--- config.mk ---
export PLATFORM = sky130hd
export DESIGN_NAME = player_input_controller_flat
export DESIGN_NICKNAME = d
export VERILOG_FILES = /design/src/rtl/player_input_if.sv /design/src/rtl/player_input_controller.sv /design/src/flat_wrapper.sv
export SDC_FILE = /design/constraint.sdc
export NUM_CORES = 1
export LEC_CHECK = 0
export BUFFER_PORTS_ARGS = -buffer_cell sky130_fd_sc_hd__buf_4
export CORE_MARGIN = 2
export CORE_UTILIZATION = 61
export DETAILED_ROUTE_END_ITERATION = 10
export GPL_ROUTABILITY_DRIVEN = 1
export PLACE_DENSITY_LB_ADDON = 0.1
export SYNTH_ARGS = -nofsm -noshare
export SYNTH_HDL_FRONTEND = slang
export SYNTH_SLANG_ARGS = --single-unit
--- constraint.sdc ---
create_clock -name clk -period 2.3 [get_ports clk]
set_input_delay 0.23 -clock clk [delete_from_list [all_inputs] [get_ports clk]]
set_output_delay 0.23 -clock clk [all_outputs]
set_load 0.05 [all_outputs]
--- src/rtl/player_input_if.sv ---
// Player input bundle: tick/enable strobes, raw buttons and the per-tick
// command outputs of player_input_controller.
// master = stimulus side (game logic / bench), slave = the controller.
interface player_input_if;
  logic       game_tick;
  logic       enable;
  logic       btn_left;
  logic       btn_right;
  logic       btn_jump;
  logic       btn_attack;
  logic       moving_left;
  logic       moving_right;
  logic       is_jumping;
  logic       attack_active;
  logic [1:0] attack_phase;
  logic       busy;

  modport master (
    output game_tick, enable, btn_left, btn_right, btn_jump, btn_attack,
    input  moving_left, moving_right, is_jumping, attack_active, attack_phase, busy
  );

  modport slave (
    input  game_tick, enable, btn_left, btn_right, btn_jump, btn_attack,
    output moving_left, moving_right, is_jumping, attack_active, attack_phase, busy
  );
endinterface

--- src/rtl/player_input_controller.sv ---
// player_input_controller: synchronizes and debounces the four player
// buttons, captures jump/attack presses, and on each game_tick updates the
// movement/jump commands and steps the attack frame FSM
// (IDLE -> STARTUP -> ACTIVE -> RECOVERY -> IDLE).
// Optional macro ATTACK_BUFFER_EN: an attack press during RECOVERY chains
// straight into a new STARTUP instead of passing through IDLE.
module player_input_controller #(
  parameter logic [15:0] DEBOUNCE_CYCLES = 16'd50000,
  parameter logic [2:0]  STARTUP_TICKS   = 3'd2,
  parameter logic [2:0]  ACTIVE_TICKS    = 3'd3,
  parameter logic [2:0]  RECOVERY_TICKS  = 3'd4
) (
  input  logic            clk,
  input  logic            reset,
  player_input_if.slave   bus
);

  typedef enum logic [1:0] {
    IDLE     = 2'd0,
    STARTUP  = 2'd1,
    ACTIVE   = 2'd2,
    RECOVERY = 2'd3
  } state_t;

  // Button index: 0 left, 1 right, 2 jump, 3 attack.
  logic [3:0]       sync1, sync2, db, db_rise;
  logic [3:0][15:0] db_cnt;

  state_t     state, state_next;
  logic [2:0] phase_cnt, phase_cnt_next;
  logic       jump_pending, attack_pending;
  logic       jump_req, attack_req, next_idle;
  logic       moving_left_q, moving_right_q, is_jumping_q, attack_active_q, busy_q;
  logic [1:0] attack_phase_q;
`ifdef ATTACK_BUFFER_EN
  logic       attack_buffered, buf_req;
`endif

  // Two-flop synchronizer followed by a per-button saturating debouncer.
  // NOTE: sequential state uses non-blocking (<=) so every flop samples pre-edge values.
  always_ff @(posedge clk) begin
    if (reset) begin
      sync1  <= '0;
      sync2  <= '0;
      db     <= '0;
      db_cnt <= '0;
    end else begin
      sync1 <= {bus.btn_attack, bus.btn_jump, bus.btn_right, bus.btn_left};
      sync2 <= sync1;
      for (int i = 0; i < 4; i++) begin
        if (sync2[i] != db[i]) begin
          if (db_cnt[i] == DEBOUNCE_CYCLES - 16'd1) begin
            db[i]     <= ~db[i];
            db_cnt[i] <= '0;
          end else begin
            db_cnt[i] <= db_cnt[i] + 16'd1;
          end
        end else begin
          db_cnt[i] <= '0;
        end
      end
    end
  end

  // Debounced rising edge: flagged in the clk where the level is about to go high.
  always_comb begin
    for (int i = 0; i < 4; i++)
      db_rise[i] = ~db[i] & sync2[i] & (db_cnt[i] == DEBOUNCE_CYCLES - 16'd1);
  end

  // Next attack state and the request terms a tick would consume.
  // NOTE: every always_comb output gets a default first, so no latch is inferred.
  always_comb begin
    state_next     = state;
    phase_cnt_next = phase_cnt;
    jump_req       = jump_pending   | (db_rise[2] & (state == IDLE) & bus.enable);
    attack_req     = attack_pending | (db_rise[3] & (state == IDLE) & bus.enable);
`ifdef ATTACK_BUFFER_EN
    buf_req        = attack_buffered | (db_rise[3] & (state == RECOVERY) & bus.enable);
`endif
    case (state)
      IDLE: begin
        if (attack_req && bus.enable) begin
          state_next     = STARTUP;
          phase_cnt_next = STARTUP_TICKS - 3'd1;
        end
      end
      STARTUP: begin
        if (phase_cnt == 3'd0) begin
          state_next     = ACTIVE;
          phase_cnt_next = ACTIVE_TICKS - 3'd1;
        end else begin
          phase_cnt_next = phase_cnt - 3'd1;
        end
      end
      ACTIVE: begin
        if (phase_cnt == 3'd0) begin
          state_next     = RECOVERY;
          phase_cnt_next = RECOVERY_TICKS - 3'd1;
        end else begin
          phase_cnt_next = phase_cnt - 3'd1;
        end
      end
      RECOVERY: begin
        if (phase_cnt == 3'd0) begin
          state_next     = IDLE;
          phase_cnt_next = 3'd0;
`ifdef ATTACK_BUFFER_EN
          if (buf_req && bus.enable) begin
            state_next     = STARTUP;
            phase_cnt_next = STARTUP_TICKS - 3'd1;
          end
`endif
        end else begin
          phase_cnt_next = phase_cnt - 3'd1;
        end
      end
      default: state_next = IDLE;
    endcase
    next_idle = (state_next == IDLE);
  end

  // Attack FSM, press capture and registered command outputs, all advanced on game_tick.
  always_ff @(posedge clk) begin
    if (reset) begin
      state           <= IDLE;
      phase_cnt       <= '0;
      jump_pending    <= 1'b0;
      attack_pending  <= 1'b0;
      moving_left_q   <= 1'b0;
      moving_right_q  <= 1'b0;
      is_jumping_q    <= 1'b0;
      attack_active_q <= 1'b0;
      attack_phase_q  <= 2'd0;
      busy_q          <= 1'b0;
`ifdef ATTACK_BUFFER_EN
      attack_buffered <= 1'b0;
`endif
    end else if (bus.game_tick) begin
      state           <= state_next;
      phase_cnt       <= phase_cnt_next;
      attack_phase_q  <= state_next;
      busy_q          <= (state_next != IDLE);
      attack_active_q <= (state_next == ACTIVE);
      moving_left_q   <= db[0] & ~db[1] & bus.enable & next_idle;
      moving_right_q  <= db[1] & ~db[0] & bus.enable & next_idle;
      is_jumping_q    <= jump_req & bus.enable & next_idle;
      jump_pending    <= 1'b0;
      attack_pending  <= 1'b0;
`ifdef ATTACK_BUFFER_EN
      attack_buffered <= buf_req & bus.enable & (state_next == RECOVERY);
`endif
    end else begin
      if (db_rise[2] && state == IDLE && bus.enable) jump_pending   <= 1'b1;
      if (db_rise[3] && state == IDLE && bus.enable) attack_pending <= 1'b1;
`ifdef ATTACK_BUFFER_EN
      if (db_rise[3] && state == RECOVERY && bus.enable) attack_buffered <= 1'b1;
`endif
    end
  end

  assign bus.moving_left   = moving_left_q;
  assign bus.moving_right  = moving_right_q;
  assign bus.is_jumping    = is_jumping_q;
  assign bus.attack_active = attack_active_q;
  assign bus.attack_phase  = attack_phase_q;
  assign bus.busy          = busy_q;

endmodule

--- src/flat_wrapper.sv ---
// flat-port wrapper written by rule: the top's interface ports become plain ports
module player_input_controller_flat 
#(
  parameter logic [15:0] DEBOUNCE_CYCLES = 16'd50000,
  parameter logic [2:0]  STARTUP_TICKS   = 3'd2,
  parameter logic [2:0]  ACTIVE_TICKS    = 3'd3,
  parameter logic [2:0]  RECOVERY_TICKS  = 3'd4
)
  (clk, reset, bus_game_tick, bus_enable, bus_btn_left, bus_btn_right, bus_btn_jump, bus_btn_attack, bus_moving_left, bus_moving_right, bus_is_jumping, bus_attack_active, bus_attack_phase, bus_busy);
  player_input_if bus_i ();
  input  logic clk;
  input  logic reset;
  input wire logic [$bits(bus_i.game_tick)-1:0] bus_game_tick;
  input wire logic [$bits(bus_i.enable)-1:0] bus_enable;
  input wire logic [$bits(bus_i.btn_left)-1:0] bus_btn_left;
  input wire logic [$bits(bus_i.btn_right)-1:0] bus_btn_right;
  input wire logic [$bits(bus_i.btn_jump)-1:0] bus_btn_jump;
  input wire logic [$bits(bus_i.btn_attack)-1:0] bus_btn_attack;
  output wire logic [$bits(bus_i.moving_left)-1:0] bus_moving_left;
  output wire logic [$bits(bus_i.moving_right)-1:0] bus_moving_right;
  output wire logic [$bits(bus_i.is_jumping)-1:0] bus_is_jumping;
  output wire logic [$bits(bus_i.attack_active)-1:0] bus_attack_active;
  output wire logic [$bits(bus_i.attack_phase)-1:0] bus_attack_phase;
  output wire logic [$bits(bus_i.busy)-1:0] bus_busy;
  assign bus_i.game_tick = bus_game_tick;
  assign bus_i.enable = bus_enable;
  assign bus_i.btn_left = bus_btn_left;
  assign bus_i.btn_right = bus_btn_right;
  assign bus_i.btn_jump = bus_btn_jump;
  assign bus_i.btn_attack = bus_btn_attack;
  assign bus_moving_left = bus_i.moving_left;
  assign bus_moving_right = bus_i.moving_right;
  assign bus_is_jumping = bus_i.is_jumping;
  assign bus_attack_active = bus_i.attack_active;
  assign bus_attack_phase = bus_i.attack_phase;
  assign bus_busy = bus_i.busy;
  player_input_controller #(.DEBOUNCE_CYCLES(DEBOUNCE_CYCLES), .STARTUP_TICKS(STARTUP_TICKS), .ACTIVE_TICKS(ACTIVE_TICKS), .RECOVERY_TICKS(RECOVERY_TICKS)) u_core (.clk(clk), .reset(reset), .bus(bus_i));
endmodule
==> results of run 1 <==
==> registers in the layout (all words and copies together), names as in the netlist <==
signal / flops
u_core.bus.attack_phase: 2
u_core.jump_pending: 1
u_core.bus.attack_active: 1
u_core.db_cnt: 64
u_core.bus.moving_left: 1
u_core.bus.busy: 1
u_core.phase_cnt: 3
u_core.sync2: 4
u_core.db: 4
u_core.bus.moving_right: 1
u_core.attack_pending: 1
u_core.bus.is_jumping: 1
u_core.sync1: 4
==> cells in the final DEF (no fill, tap or decap), drive strengths merged, types with 15 or more instances in the layout <==
cell and instances:
a21oi 15, buf 21, dfxtp 88, inv 15, nand2 23, nand3 22
nand4 18, nor2 73, xnor2 35, xor2 17
==> power breakdown <==
group          internal, mW  leakage [nW]  switching, mW
clock network         0.664         0.112          0.480
logic                0.0228         0.538         0.0369
registers              1.53         0.711        0.00502
==> layout make-up <==
type | instances | area, µm² | area share [%]
Timing Repair Buffer | 21 | 157.7 | 3.751
Inverter | 15 | 56.30 | 1.340
Clock buffer | 12 | 155.1 | 3.692
Multi-Input combinational cell | 313 | 1913 | 45.52
Clock inverter | 3 | 65.06 | 1.548
Tap cell | 75 | 93.84 | 2.233
Sequential cell | 88 | 1762 | 41.92
==> cells by family after synthesis <==
| family | count (synthesis) | share of synthesized area [%] |
|---|---|---|
| multiplexers | 2 | 0.5282 |
| AO/OA/AOI/OAI | 46 | 8.023 |
| XOR/XNOR | 52 | 12.02 |
| adder cells (fa/ha/maj) | 6 | 1.981 |
| buffers and inverters | 30 | 3.037 |
| flip-flops | 88 | 46.48 |
| AND/OR/NAND/NOR | 207 | 27.93 |
==> critical path: cells and delay by family (launching register included) <==
kind | cells | cell delay, ps
compound gates | 1 | 120
flops | 1 | 350
simple gates | 3 | 1590
==> how the worst min path moves through the flow <==
stage / endpoint / cells past startpoint / start / slack (ps)
final: u_core.sync1[2] / 2 / bus_btn_jump / 100
after global routing: u_core.sync1[3] / 2 / bus_btn_attack / 80
after CTS: u_core.sync1[3] / 2 / bus_btn_attack / 80
after detailed placement: u_core.sync2[1] / 1 / u_core.sync1[1] / 420
after global placement: u_core.sync2[0] / 1 / u_core.sync1[0] / 420
after floorplan: u_core.sync1[0] / 1 / bus_btn_left / 360
==> metal layers <==
metal  wire [µm]  part of all wire, %  up-vias
li1            -                    -     1549
met1        3145                   48     1381
met2        3177                   48       44
met3         206                  3.1        8
met4          87                  1.3        0
met5           0                    0        -
==> through the flow <==
step / std cells / setup slack [ps] / hold WS [ps]
6_report: 527 / 175.1 / 97.32
3_5_place_dp: 512 / 200.1 / 423.4
5_1_grt: 527 / 10.74 / 82.33
4_1_cts: 527 / 169.5 / 76.76
2_1_floorplan: 431 / 184.5 / 358.2
3_3_place_gp: 512 / 210.7 / 417.2
==> impl_metrics.toml, run 1 <==
[critical_path]
path_cells = "or4_1, or4_1, or4_1, a21oi_1"
path_common_cell = "or4_1"
worstRegToRegCells = 4
arrival_ps = 2400
rr_startpoint = "u_core.db_cnt[59]"
cpPeakStageDelay_ps = 540
end_kind = "register"
rrSetupSlack_ps = 180
start_kind = "register"
worst_r2r_endpoint = "u_core.bus.attack_phase[0]"
cp.required_ps = 2580
cp_max_fo = 5
crit_end = "u_core.bus.attack_phase[0]"
critPathLaunch = "u_core.db_cnt[59]"
path_class = "register to register"
cp_slowest_cell = "or4_1"

[global_routing]
grtUsageMet3_pct = 5.964
antenna_found_initial = 0
grtUsageMet2_pct = 34.16
grt-busiest-layer = "met2"
grt_pass1_vias = 2785
grt_pass1_wl_um = 11610
grt_max_degree = 25
use_met1_pct = 23.95
gr-total-overflow = 0
grt_usage_pct = 19.97

[run]
cap_viol_max_count = 0

[clock_tree]
cts_htree_levels = 3
clock_latency_ps = 340
cts_setup_buffers = 0
clock_sinks = 88
clkTransAtPathRegs_ps = 80
postCtsHoldBufs = 0
cts-root-buf = "clkbuf_8"
clockBufferDepth = 2
cts_resized = 0
cts_tree = "yes"
numCtsBuffers = 9

[yosys]
ys_types = 43
yosys.area.top_type = "dfxtp_1"
yosysMostFrequentCell = "dfxtp_1"
seq_area_frac_synth_pct = 46.48
synth_seq_cells = 88
synth_commonest_cells = "88 x dfxtp_1, 73 x nor2_1, 35 x xnor2_1"
synth_ff_type = "dfxtp_1"
synth.avg_cell_area_um2 = 8.793
netlist_instances = 431
yosys_warnings = 0
synth-edff-count = 0
synth_nets = 445
yosysTopAreaCellShare_pct = 46.48
synthArstFlopShare_pct = 0
ys_top_cells_by_area = "dfxtp_1 46%, xnor2_1 8.1%, nor2_1 7.2%, xor2_1 3.9%, nand4_1 3.0%"
syn-cell-area_mm2 = 0.003790

[placement]
dp_hpwl_um = 4545
gp_congestion = 0.8245
port_buffers = 14
place_area_mm2 = 0.003983

[power_and_ir_drop]
powerDensity_mw_per_mm2 = 652.3
fin_total_pwr_mw = 2.742
ir_drop_mv = 0.5775
p_leak_nw = 1.362

[floorplan]
die-area_mm2 = 0.006859
start_util_pct = 63.63
num_io_pins = 15
die_x_um = 82.82
die_y_um = 82.82
core_mm2 = 0.005956
row_count = 28

[detailed_routing]
antenna_left = 0
wl_um = 6616
drtPass1Iterations = 4
drt_iter0_markers = 116
vias = 2982
vias_per_cell = 5.658
drc = 0
drt-wirelength-per-cell_um = 12.55

[timing]
hold_violations = 0
period_needed_ps = 2125
slew_violations = 0
tightest_slew_ps = 498.7
finalCritPeriodShare_pct = 92.39
fin_tns_setup_ps = 0
max_freq_mhz = 470.6
grt_setup_unrepaired = "false"
setup_viol = 0
clock_skew_ps = 2.689
maxSlewHeadroom_pct = 66.67

[finish]
drive_gt1_share_pct = 8.628
antenna_cells = 0
final_nets = 462
post-route-util_pct = 70.57
area_growth_pct = 10.89
nFillCells = 505
final_cell_area_mm2 = 0.004203

[min_path]
hold_path_class = "primary input to register"

[outcome]
status = "finished, final reports clean"
Note: power is estimated with default switching activity, not from simulation.
==> run 2, diff against run 1 <==
--- a/config.mk
+++ b/config.mk
@@ -10,7 +10,9 @@
 export CORE_UTILIZATION = 61
 export DETAILED_ROUTE_END_ITERATION = 10
 export GPL_ROUTABILITY_DRIVEN = 1
+export GPL_TIMING_DRIVEN = 0
 export PLACE_DENSITY_LB_ADDON = 0.1
+export SETUP_SLACK_MARGIN = 0.2
 export SYNTH_ARGS = -nofsm -noshare
 export SYNTH_HDL_FRONTEND = slang
 export SYNTH_SLANG_ARGS = --single-unit
==> impl_metrics.toml, run 2 (synthesis results as in run 1) <==
[power_and_ir_drop]
clockPowerShare_pct = 38.8
p_leak_nw = 1.370
p_comb_share_pct = 2.5
pwr-share-seq_pct = 58.7
internal-power_mw = 2.052
ir_drop_mv = 0.4287
swShare_pct = 21.58
fin_total_pwr_mw = 2.617
switchingPower_uw = 564.7
powerDensity_mw_per_mm2 = 607.4

[detailed_routing]
drt-wirelength-per-cell_um = 13.00
wl_um = 7008
drt_iter0_markers = 166
met1Wirelength_um = 3328
drc = 0
drtPass1Iterations = 4
dr_wl_met2_um = 3352
antenna_left = 0
vias = 3050
vias_per_cell = 5.659
wl_met3_um = 203
maxUsedRoutingLayer = "met4"

[finish]
final_common_cell = "dfxtp_1"
antenna_cells = 0
top_register = "u_core.db_cnt"
area_growth_pct = 13.70
final_cell_area_mm2 = 0.004309
post-route-util_pct = 72.35
drive_gt1_share_pct = 12.50
fin_cells = 539
layout_common_cells = "85 x dfxtp_1, 73 x nor2_1, 35 x xnor2_1"
largest_reg_flops = 64
final_nets = 474

[placement]
dp_hpwl_um = 4895
place_area_mm2 = 0.003995
gp_congestion = 0.8515
dpl.cell_count = 520
port_buffers = 14

[clock_tree]
numCtsBuffers = 9
cts_htree_levels = 3
clockBufferDepth = 2
cts-root-buf = "clkbuf_8"
clock_sinks = 88
postCtsHoldBufs = 0
clkTransAtPathRegs_ps = 80
clock_latency_ps = 350
cts_tree = "yes"

[timing]
hold_violations = 0
period_needed_ps = 2100
max_freq_mhz = 476.2
setup_viol = 0
holdWs_ps = 90.79
grt_setup_unrepaired = "true"
tightest_slew_ps = 493.4
finalCritPeriodShare_pct = 91.31
maxSlewHeadroom_pct = 67.11
clock_skew_ps = 7.744
slew_violations = 0

[run]
cap_viol_max_count = 0

[floorplan]
row_count = 28
num_io_pins = 15
start_util_pct = 63.63
die_x_um = 82.82
core_mm2 = 0.005956
die_y_um = 82.82
die-area_mm2 = 0.006859

[outcome]
status = "finished, final reports clean"

[min_path]
hold_path_class = "primary input to register"

[global_routing]
grt_pass1_wl_um = 12160
grt_usage_pct = 21.12
gr-total-overflow = 0
grt_max_degree = 15
antenna_found_initial = 0
grt_pass1_vias = 2793

[critical_path]
end_kind = "register"
cp_max_fo = 2
path_class = "register to register"
start_kind = "register"
arrival_ps = 2390
cp.required_ps = 2590
run 2: timing repair:
item | 4_1_cts | 5_1_grt
buffers inserted | 0 | 4
endpoints found under the setup margin | 26 | 38
gates resized for setup | 11 | 18
cloned | 0 | 0
pin swaps | 0 | 5
run 2: final cells by class:
class | instances | area [µm²]
clock inverter | 5 | 58.81
buffer | 15 | 71.32
inverter | 15 | 56.30
multi-input combinational | 313 | 1998
sequential | 88 | 1768
fill | 457 | 1647
timing repair buffer | 18 | 135.1
clock buffer | 10 | 127.6
tap | 75 | 93.84
run 2: worst paths after layout:
kind                     startpoint                    endpoint  slack (ps)  cells past startpoint
setup / recovery  u_core.db_cnt[59]  u_core.bus.attack_phase[0]         200                      4
hold / removal         bus_btn_jump             u_core.sync1[2]          90                      2
setup reg to reg  u_core.db_cnt[59]  u_core.bus.attack_phase[0]         200                      4
hold reg to reg     u_core.sync1[1]             u_core.sync2[1]         450                      1
run 2: worst max-delay path, cell delays in order, from the launching register on:
cell	delay, ps
dfxtp_4	350
or4_4	510
or4_4	550
or4_4	490
a21oi_2	140
run 2: stage by stage:
stage          setup WS (ps)  setup TNS [ps]
6_report               199.9               0
5_1_grt                165.5               0
4_1_cts                135.6               0
3_5_place_dp          -52.48          -391.1
3_3_place_gp          -18.93          -127.2
2_1_floorplan          264.1               0
run 2: power by group through the flow:
stage / Clock (mW) / Sequential (mW) / Combinational [mW]
after floorplan: 0 / 1.58 / 0.0305
after global placement: 0 / 1.57 / 0.0609
after detailed placement: 0 / 1.57 / 0.0620
after CTS: 1.04 / 1.54 / 0.0631
after global routing: 1.10 / 1.54 / 0.0728
final: 1.02 / 1.54 / 0.0652
run 2: per-layer routing:
metal | track usage [%] | up-vias
li1 | - | 1577
met1 | 26.25 | 1414
met2 | 36.44 | 48
met3 | 3.380 | 11
met4 | 8.644 | 0
met5 | 0 | -
==> run 3, diff against run 2 <==
--- a/config.mk
+++ b/config.mk
@@ -5,10 +5,10 @@
 export SDC_FILE = /design/constraint.sdc
 export NUM_CORES = 1
 export LEC_CHECK = 0
-export BUFFER_PORTS_ARGS = -buffer_cell sky130_fd_sc_hd__buf_4
 export CORE_MARGIN = 2
 export CORE_UTILIZATION = 61
 export DETAILED_ROUTE_END_ITERATION = 10
+export DONT_BUFFER_PORTS = 1
 export GPL_ROUTABILITY_DRIVEN = 1
 export GPL_TIMING_DRIVEN = 0
 export PLACE_DENSITY_LB_ADDON = 0.1
==> impl_metrics.toml, run 3 (synthesis results as in run 1) <==
[detailed_routing]
vias = 3060
drc = 0
vias_per_cell = 5.784
drt-wirelength-per-cell_um = 13.68
wl_um = 7236
drt_iter0_markers = 167
antenna_left = 0
drtPass1Iterations = 4

[placement]
dp_hpwl_um = 4776
gp_congestion = 0.8587
port_buffers = 0
place_ws_ps = -81.57

[clock_tree]
cts-root-buf = "clkbuf_8"
clock_sinks = 88
cts_htree_levels = 3
cts_tree = "yes"
clkTransAtPathRegs_ps = 80
clock_latency_ps = 360
numCtsBuffers = 9
clockBufferDepth = 2

[timing]
layout_setup_ws_ps = 160.8
setup_viol = 0
hold_violations = 0
holdWs_ps = 42.63
grt_setup_unrepaired = "true"
tightest_slew_ps = 552.2
maxSlewHeadroom_pct = 63.14
clock_skew_ps = 13.24
finalCritPeriodShare_pct = 93.01
slew_violations = 0
max_freq_mhz = 467.5
period_needed_ps = 2139

[critical_path]
path_class = "register to register"
crit_cells = 4
start_kind = "register"
rrSetupSlack_ps = 160
path_common_cell = "or4_4"
worstRegToRegCells = 4
path_cells = "or4_4, or4_4, or4_4, a21oi_2"
cp_slowest_cell = "or4_4"
arrival_ps = 2420
cpPeakStageDelay_ps = 530
end_kind = "register"
cp_max_fo = 2
path_delay_family = "simple AND/OR/NAND/NOR gates"
worst-path-buf-inv = 0
cp.required_ps = 2580

[floorplan]
row_count = 28
die_x_um = 82.82
num_io_pins = 15
die-area_mm2 = 0.006859
start_util_pct = 63.63
core_mm2 = 0.005956
die_y_um = 82.82

[global_routing]
antenna_found_initial = 0
grt_usage_pct = 21.35
grt_pass1_vias = 2820
gr-total-overflow = 0
grt_pass1_wl_um = 12120
grt_max_degree = 14

[finish]
layout_common_cells = "85 x dfxtp_1, 73 x nor2_1, 35 x xnor2_1"
largest_reg_flops = 64
final_nets = 463
antenna_cells = 0
area_growth_pct = 12.12
drive_gt1_share_pct = 9.912
final_common_cell = "dfxtp_1"
top_register = "u_core.db_cnt"

[power_and_ir_drop]
p_leak_nw = 1.324
ir_drop_mv = 0.4874
powerDensity_mw_per_mm2 = 626.5

[min_path]
hold_path_class = "primary input to register"
holdPathStages = 1

[run]
cap_viol_max_count = 0

[outcome]
status = "finished, final reports clean"
==> run 3: through the flow <==
step | util [%] | setup TNS [ps] | cells | cell area (µm²) | power [mW]
6_report | 71.34 | 0 | 529 | 4249 | 2.662
5_1_grt | 71.34 | 0 | 529 | 4249 | 2.755
4_1_cts | 70.25 | 0 | 526 | 4184 | 2.687
3_5_place_dp | 65.32 | -669.4 | 506 | 3890 | 1.620
2_1_floorplan | - | 0 | 431 | 3796 | 1.608
3_3_place_gp | 65.32 | 0 | 506 | 3890 | 1.619
==> run 3: report_power, final <==
part	switching [mW]	total (mW)	leakage [nW]	internal [mW]
clock	0.512	1.07	0.103	0.559
combinational	0.0289	0.0480	0.507	0.0190
sequential	0.0113	1.54	0.713	1.53
==> run 3: worst paths after layout <==
kind	start	endpoint
max	u_core.db_cnt[59]	u_core.bus.attack_phase[0]
min	bus_btn_attack	u_core.sync1[3]
max reg2reg	u_core.db_cnt[59]	u_core.bus.attack_phase[0]
min reg2reg	u_core.sync1[3]	u_core.sync2[3]
==> run 3: layer usage <==
metal  wire length (µm)  up-vias  GRT usage [%]
met5                  0        -              0
met4                100        0          6.706
met3                308        9          7.157
met2               3621       56          37.24
met1               3206     1444          24.68
li1                   -     1551              -
==> run 3: layout make-up <==
type / count / area (µm²)
Sequential cell: 88 / 1768
Clock buffer: 13 / 158.9
Multi-Input combinational cell: 313 / 1999
Buffer: 15 / 72.57
Tap cell: 75 / 93.84
Fill cell: 477 / 1707
Inverter: 15 / 56.30
Clock inverter: 3 / 40.04
Timing Repair Buffer: 7 / 60.06
==> run 3: worst reg2reg max path: stages, from the launching register on <==
cell and delay [ps]:
dfxtp_4 340, or4_4 530, or4_4 530, or4_4 530, a21oi_2 150
==> run 3: repair_timing <==
| action | in CTS | in global routing |
|---|---|---|
| resized for setup | 15 | 18 |
| buffers inserted | 1 | 3 |
| pin swaps | 0 | 2 |
| endpoints found under the hold margin | 3 | 0 |
| endpoints found under the setup margin | 34 | 45 |
| hold buffers | 3 | 0 |
